## config.mk

```make
export PLATFORM = sky130hd
export DESIGN_NAME = sseg_scan_mux
export DESIGN_NICKNAME = d
export VERILOG_FILES = /design/src/rtl/sseg_pkg.sv /design/src/rtl/sseg_slot_timer.sv /design/src/rtl/sseg_scan_mux.sv
export SDC_FILE = /design/constraint.sdc
export NUM_CORES = 1
export LEC_CHECK = 0
export ABC_AREA = 1
export BUFFER_PORTS_ARGS = -buffer_cell sky130_fd_sc_hd__buf_2
export CORE_ASPECT_RATIO = 1.1
export CORE_MARGIN = 4
export CORE_UTILIZATION = 45
export CTS_BUF_LIST = sky130_fd_sc_hd__clkbuf_16
export DETAILED_ROUTE_END_ITERATION = 10
export SETUP_SLACK_MARGIN = 0.4
export SLEW_MARGIN = 15
export SYNTH_ARGS = -nofsm -noshare
export SYNTH_HDL_FRONTEND = slang
export SYNTH_SLANG_ARGS = --single-unit
```

## constraint.sdc

```tcl
create_clock -name clk -period 6.05 [get_ports clk]
set_clock_uncertainty 0.1 [all_clocks]
set_input_delay 1.21 -clock clk [delete_from_list [all_inputs] [get_ports clk]]
set_output_delay 1.21 -clock clk [all_outputs]
set_load 0.05 [all_outputs]
```

## src/rtl/sseg_pkg.sv

```systemverilog
// Shared types and constants for the 7-segment scan multiplexer.
package sseg_pkg;

  typedef enum logic [1:0] {
    IDLE = 2'd0,
    LIT  = 2'd1,
    GAP  = 2'd2
  } state_t;

  // Common-anode display: a high anode is dark, a high dp is unlit.
  localparam logic ANODES_OFF = 1'b1;
  localparam logic DP_OFF     = 1'b1;

  typedef logic [3:0] nibble;

endpackage

```

## src/rtl/sseg_slot_timer.sv

```systemverilog
// Slot duration counter: counts 0..last and flags the terminal count.
// The owner clears it on every state change; it never wraps on its own.
module sseg_slot_timer #(
  parameter int W = 2
) (
  input  logic         clk,
  input  logic         reset,
  input  logic         clear,
  input  logic [W-1:0] last,
  output logic         done
);

  logic [W-1:0] count;

  always_ff @(posedge clk or posedge reset) begin
    if (reset) begin
      count <= '0;
    end else if (clear) begin
      count <= '0;
    end else if (!done) begin
      count <= count + 1'b1;
    end
  end

  assign done = (count == last);

endmodule

```

## src/rtl/sseg_scan_mux.sv

```systemverilog
// Time-multiplexed scan driver for an N-digit common-anode 7-segment display.
// Optional leading-zero blanking is enabled by defining LEADING_ZERO_BLANK_EN.
module sseg_scan_mux
  import sseg_pkg::*;
#(
  parameter int N_DIGITS         = 4,
  parameter int CYCLES_PER_DIGIT = 50000,
  parameter int GAP_CYCLES       = 8
) (
  input  logic                        clk,
  input  logic                        reset,
  input  logic                        enable,
  input  logic                        load,
  input  logic [4*N_DIGITS-1:0]       data_in,
  input  logic [N_DIGITS-1:0]         dp_in,
  output nibble                       hex,
  output logic                        dp,
  output logic [N_DIGITS-1:0]         an,
  output logic [$clog2(N_DIGITS)-1:0] digit_idx,
  output logic                        frame_tick
);

  localparam int IW   = $clog2(N_DIGITS);
  localparam int MAXC = (CYCLES_PER_DIGIT > GAP_CYCLES) ? CYCLES_PER_DIGIT : GAP_CYCLES;
  localparam int CW   = ($clog2(MAXC) < 1) ? 1 : $clog2(MAXC);

  state_t                state, state_nx;
  logic [IW-1:0]         idx, idx_nx;
  logic                  boundary;
  logic                  timer_clear, timer_done;
  logic [CW-1:0]         timer_last;
  logic [4*N_DIGITS-1:0] act_data, act_data_nx, sh_data;
  logic [N_DIGITS-1:0]   act_dp, act_dp_nx, sh_dp;
  logic                  pending, apply;
  logic                  blank;
  logic [N_DIGITS-1:0]   an_lit;

  assign timer_last  = (state == GAP) ? CW'(GAP_CYCLES - 1) : CW'(CYCLES_PER_DIGIT - 1);
  assign timer_clear = (state_nx != state) || (state_nx == IDLE);

  sseg_slot_timer #(.W(CW)) u_timer (
    .clk   (clk),
    .reset (reset),
    .clear (timer_clear),
    .last  (timer_last),
    .done  (timer_done)
  );

  always_comb begin
    state_nx = state;
    idx_nx   = idx;
    boundary = 1'b0;
    if (!enable) begin
      state_nx = IDLE;
      idx_nx   = '0;
    end else begin
      case (state)
        IDLE: state_nx = LIT;
        LIT:  if (timer_done) state_nx = GAP;
        GAP: begin
          if (timer_done) begin
            state_nx = LIT;
            if (idx == IW'(N_DIGITS - 1)) begin
              idx_nx   = '0;
              boundary = 1'b1;
            end else begin
              idx_nx = idx + 1'b1;
            end
          end
        end
        default: begin
          state_nx = IDLE;
          idx_nx   = '0;
        end
      endcase
    end
  end

  // Shadow reaches the active buffer only at a frame boundary or while dark,
  // so a frame never mixes old and new digits.
  assign apply       = pending && ((state == IDLE) || boundary);
  assign act_data_nx = apply ? sh_data : act_data;
  assign act_dp_nx   = apply ? sh_dp : act_dp;

  always_comb begin
    blank = 1'b0;
`ifdef LEADING_ZERO_BLANK_EN
    begin
      logic higher_zero;
      higher_zero = 1'b1;
      for (int k = N_DIGITS - 1; k >= 1; k--) begin
        higher_zero = higher_zero && (act_data_nx[4*k +: 4] == 4'h0) && !act_dp_nx[k];
        if (k == int'(idx_nx)) blank = higher_zero;
      end
    end
`endif
  end

  always_comb begin
    an_lit         = {N_DIGITS{ANODES_OFF}};
    an_lit[idx_nx] = ~ANODES_OFF;
  end

  always_ff @(posedge clk or posedge reset) begin
    if (reset) begin
      state    <= IDLE;
      idx      <= '0;
      act_data <= '0;
      act_dp   <= '0;
      sh_data  <= '0;
      sh_dp    <= '0;
      pending  <= 1'b0;
    end else begin
      state    <= state_nx;
      idx      <= idx_nx;
      act_data <= act_data_nx;
      act_dp   <= act_dp_nx;
      if (load) begin
        sh_data <= data_in;
        sh_dp   <= dp_in;
        pending <= 1'b1;
      end else if (apply) begin
        pending <= 1'b0;
      end
    end
  end

  // Outputs are registered from next-state values so they line up with the state.
  always_ff @(posedge clk or posedge reset) begin
    if (reset) begin
      an         <= {N_DIGITS{ANODES_OFF}};
      hex        <= '0;
      dp         <= DP_OFF;
      frame_tick <= 1'b0;
    end else begin
      frame_tick <= boundary;
      if (state_nx == LIT) begin
        hex <= act_data_nx[{idx_nx, 2'b00} +: 4];
        dp  <= ~act_dp_nx[idx_nx];
        an  <= blank ? {N_DIGITS{ANODES_OFF}} : an_lit;
      end else begin
        an <= {N_DIGITS{ANODES_OFF}};
      end
    end
  end

  assign digit_idx = idx;

endmodule
```

# Word level (Yosys, flattened, before mapping)
# Index checks and enable logic that the tools add are counted.
[totals] input_bits=24 register_bits=71
[op_classes] magnitude_cmp=2 muxes=24 eq_ne=7 n_reduce_logical=8 n_shift=1 bitwise_logic=2 add_sub_neg=2
[ops] op="$mux W16" count=4
[ops] op="$add A16 B1 Y16 const B" count=1
[ops] op="$eq A16 B16 Y1" count=1
[ops] op="$shiftx A16 B5 Y4" count=1
[ops] op="$mux W2" count=6
[ops] op="$mux W1" count=8
[ops] op="$mux W4" count=2
[ops] op="$pmux W2 S3" count=1
[ops] op="$eq A2 B1 Y1 const B" count=2
[ops] op="$eq A2 B2 Y1 const B" count=2
[ops] op="$logic_not A2 Y1" count=2
[ops] op="$not A4 Y4" count=1
[ops] op="$pmux W2 S2" count=1
[ops] op="$lt A2 B3 Y1 const B" count=1
[ops] op="$add A2 B1 Y2 const B" count=1
[ops] op="$bmux W1 S2" count=1
[ops] op="$demux W1 S2" count=1
[ops] op="$ge A2 B1 Y1 const B" count=1
[ops] op="$logic_and A1 B1 Y1" count=2
[ops] op="$logic_or A1 B1 Y1" count=2
[ops] op="$ne A2 B2 Y1" count=1
[ops] op="$ne A2 B2 Y1 const B" count=1
[ops] op="$reduce_bool A2 Y1" count=1
[ops] op="$reduce_or A2 Y1" count=1
[ops] op="$not A1 Y1" count=1

# Depth between registers and ports, before layout
[depth] word_depth=12 depth_mapped=17 depth_no_buf=16

# By module
# Synthesis repeated with hierarchy kept, for this count alone.
[hier_totals] cells_unflattened=541 area_unflattened_um2=3985.1
[by_module_without_submodules] module="sseg_scan_mux" seq_area_each_um2=1382.6 area_per_inst_um2=2508.7 n_inst=1 cells_per_inst=297
[by_module_without_submodules] module="sseg_slot_timer" seq_area_each_um2=400.4 area_per_inst_um2=1476.4 n_inst=1 cells_per_inst=244

# Worst setup path after synthesis
# OpenSTA, ideal clock, no wires.
[synth_path] path_type="input to register" start="input port enable" end="register hex[0]" slack_ps=3602 path_stages=14 n_path_buf=1 arrival_time_ps=2231 path_cell_list="inv_1 -> nor3_2 -> nand3_2 -> nand2_2 -> nand2_2 -> buf_4 -> nand2_1 -> nand2_2 -> nand2_1 -> nand2_1 -> nand2_1 -> nand2_1 -> nand2_1 -> nand2_1"
[synth_between] elab_chain_len=5 elab_cells_between_ends=8 cone_classes="eq/ne: 1; shift: 1; mux: 4; reduce/logical: 2"
[synth_lines] item="start: declaration" line_no="sseg_scan_mux.sv:12" rtl="input logic enable,"
[synth_lines] item="$mux W1" line_no="sseg_scan_mux.sv:53" rtl="if (!enable) begin"
[synth_lines] item="$logic_or A1 B1 Y1" line_no="sseg_scan_mux.sv:81" rtl="assign apply = pending && ((state == IDLE) || boundary);"
[synth_lines] item="$logic_and A1 B1 Y1" line_no="sseg_scan_mux.sv:81"
[synth_lines] item="$mux W16" line_no="sseg_scan_mux.sv:82" rtl="assign act_data_nx = apply ? sh_data : act_data;"
[synth_lines] item="net act_data_nx[4]" line_no="sseg_scan_mux.sv:32" rtl="logic [4*N_DIGITS-1:0] act_data, act_data_nx, sh_data;"
[synth_lines] item="$shiftx A16 B5 Y4" line_no="sseg_scan_mux.sv:138" rtl="hex <= act_data_nx[{idx_nx, 2'b00} +: 4];"
[synth_lines] item="end signal: assignment" line_no="sseg_scan_mux.sv:138"
[synth_lines] item="end: declaration" line_no="sseg_scan_mux.sv:16" rtl="output nibble hex,"
# The timed path passes the listed nets, and every way through them passes these cells.
# A chain may end at the register's enable or synchronous reset.

# Worst setup path after layout
[layout_path] start="input port enable" end="register hex[3]"
# Same word-level chain as after synthesis.

==> impl_results.md <==
* Clock share of power at 0.410
* Initial Util at 0.459
* Leak at between 0.0015 and 0.002 µW
* Min Clock Period, post-route at about 3.0 ns
* Die Height at just under 100 µm
* Leading cell types in the layout, fill and taps excluded: nand2_1, dfrtp_1, buf_2
* Final setup violation count at 0
* Post-CTS Resized at 0
* Worst Setup Slack, final at a little over 3 ns
* Crit path kind: in2reg
* Antenna viol nets, final at 0
* Hold path endpoint: act_data[3]
* Critical Path End Type: register
* Total gr overflow at 0
* Num Clock Sinks at 71
* Post-synthesis sequential area ratio at 0.523
* Final WL at about 6.8 mm
* Worst-path cell chain: buf_2 > inv_1 > nor3_2 > nand3_2 > nand2_2 > nand2_2 > nand2_1 > nand2_1 > nand2_1 > nand2_1 > nand2_1 > nand2_1 > nand2_1 > nand2_1
* Critical Path Source Type: primary input
* RR Startpoint: u_timer.count[0]
* # hold bufs at CTS at 0
* WP depth at 14
* Post-Syn Nets at approximately 430
* Area after DPL at between 0.003 and 0.004 mm²
* Routing usage on met2 at 0.253
* Critical path fanouts, max at 21
* Post-placement worst setup slack at between 2 and 3 ns
* Fin nets at 460
* CP required at slightly above 6 ns
* Unrepaired setup endpoints after global routing: false
* Via count at ~2,600
* Final hold vios at 0
* Final period utilization at 0.492
* Synth top area share at 0.485
* Layout area overhead at 12.5%
* Comb power frac at 0.107
* Row cnt at 33
* Met1 usage at 0.221
* Syn Area/Cell at ~8.5 µm²
* PD cells at just under 300 mW/mm²
* CP max stage delay at approximately 0.38 ns
* # Post-CTS Setup Buffers at 0
* Crit-path most repeated cell: nand2_1
* RD Place Congestion at 0.848
* Cts bufs inserted at 9
* Cell variety after synth at 35
* Max-cap violation count at 0
* Switch share at 0.262
* Met3 Resource Use GR at 0.0424
* WP buf/inv at 2
* Input/output buffers at 35
* Synth Register Bits at 71
* Hold_sp: act_data[3]
* Post-DP HPWL at ~4.7 mm
* Reg-to-Reg End: hex[3]
* TritonCTS clock tree: done
* Clock Latency Late Sink at around 0.32 ns
* Pre-Repair DR Iteration Count at 6
* Tot GR Track Use at 0.165
* Synth area leader: dfrtp_1
* ANT cells at 0
* DRC viols at 0
* R2R setup slack at 3.44 ns
* Switching Power at between 200 and 300 µW
* First-pass GRT wire length at 12.0 mm
* Filler instances at around 730
* Initial antenna violation count at 0
* Die extent in x at between 90 and 100 µm
* Max VDD drop at ~0.14 mV
* Critical path's slowest cell: nand2_2
* Routed wire per std cell at 12.9 µm
* Setup TNS at 0 ns
* Ranking of synthesized cells by area: dfrtp_1, nand2_1, nand3_2
* Cells after synthesis at 402
* Core footprint at ~0.0074 mm²
* Seq pwr share at 0.483
* Die Area at 0.00903 mm²
* Worst-case clock buffer depth at 2
* Via-per-instance ratio at around 4.9
* Family with the most delay on the worst path: simple AND/OR/NAND/NOR gates
* Worst hold stages at 2
* GR peak layer: met2
* Slew HR at 0.416
* IO Count at 36
* Root buffer cell: clkbuf_16
* Worst slew pin tran at approximately 0.88 ns
* Fmax at ~0.34 GHz
* CP arrival at ~3.1 ns
* Share of cells above drive strength 1 at 0.226
* Yosys Warn Count at 0
* Final core utilization at 0.516
* Commonest non-fill, non-tap cell in the layout: nand2_1
* Mapped Area at 0.00341 mm²
* Int Power at between 800 and 900 µW
* Pins Over Slew Limit at 0
* Starting DRT DRC Count at ~110
* Largest net degree at the start of global routing at 72
* Vias in the first global route at ~2,600
* Worst R2R Path Depth at 16
* Clock transition at the registers of the reported paths at about 0.050 ns
* H-tree depth at 3
* Hold Path Class: reg2reg
* Outcome: completed
* Final instance area at 0.00383 mm²
layer usage:
| metal | share of wire | vias to the layer above |
|---|---|---|
| li1 | - | 1323 |
| met1 | 0.49 | 1185 |
| met2 | 0.45 | 51 |
| met3 | 0.037 | 6 |
| met4 | 0.015 | 0 |
| met5 | 0 | - |
power groups by stage:
stage                     Sequential (µW)  Clock [µW]  Combinational (µW)
after CTS                             537         467                 121
final                                 537         456                 119
after detailed placement              545           0                 121
after global routing                  540         491                 137
after global placement                545           0                 119
after floorplan                       556           0                79.1
flip-flops by register name, summed over array words and instances (netlist names), 4 cells and up:
signal / count
act_dp: 4
act_data: 16
hex: 4
sh_data: 16
sh_dp: 4
u_timer.count: 16
an: 4
tightest hold or removal path: stages, from the launching register on:
cell     delay [ns]
dfrtp_1        0.31
nand2_1        0.06
nand2_2        0.06
kinds of logic after synthesis:
group	count (synthesis)	synth area share
buf+inv	45	0.0690
simple gates	266	0.364
fa+ha+maj	2	0.00734
compound gates	14	0.0261
flops	71	0.523
xor+xnor	4	0.0103
cell usage after synthesis:
| library cell | n |
|---|---|
| o21ai_1 | 1 |
| clkinv_2 | 1 |
| buf_12 | 1 |
| nand2_1 | 167 |
| buf_4 | 2 |
| o21bai_1 | 1 |
| o21ai_0 | 3 |
| nor2_1 | 23 |
| and3_1 | 1 |
| nor3_4 | 1 |
| ha_1 | 2 |
| nor3_1 | 4 |
| xor2_1 | 4 |
| nor2_4 | 2 |
| nor4_1 | 5 |
| nand3_1 | 22 |
| buf_2 | 3 |
| nor2_2 | 5 |
| nor3_2 | 1 |
| inv_1 | 25 |
| inv_2 | 3 |
| dfrtp_1 | 66 |
| nand4_1 | 3 |
| clkbuf_1 | 4 |
| buf_6 | 5 |
| dfstp_2 | 5 |
| nand2_2 | 15 |
| a21oi_4 | 1 |
| nor3b_1 | 2 |
| clkinv_1 | 1 |
| a41oi_1 | 1 |
| a31oi_1 | 1 |
| a21oi_1 | 6 |
| nor4_2 | 1 |
| nand3_2 | 14 |
area by class of cell:
class	count	area (µm²)	area share
Timing Repair Buffer	36	183	0.0477
Tap cell	87	109	0.0284
Clock buffer	9	225	0.0587
Multi-Input combinational cell	286	1390	0.363
Inverter	30	114	0.0297
Clock inverter	6	30.0	0.00783
Sequential cell	71	1780	0.465
through the flow:
stage / cells / hold WS (ns) / total power [µW]
after floorplan: 402 / 0.325 / 635
after global placement: 510 / 0.347 / 664
after detailed placement: 510 / 0.355 / 666
after CTS: 525 / 0.366 / 1130
after global routing: 525 / 0.379 / 1170
final: 525 / 0.364 / 1110
worst max-delay path by stage:
stage | start | to | slack [ns]
floorplan | reset | act_data[0] | 2.95
global placement | enable | hex[3] | 2.79
detailed placement | enable | hex[3] | 2.75
CTS | enable | hex[3] | 3.08
global route | enable | hex[3] | 2.82
finish | enable | hex[3] | 3.08
(Power assumes the default switching activity.)
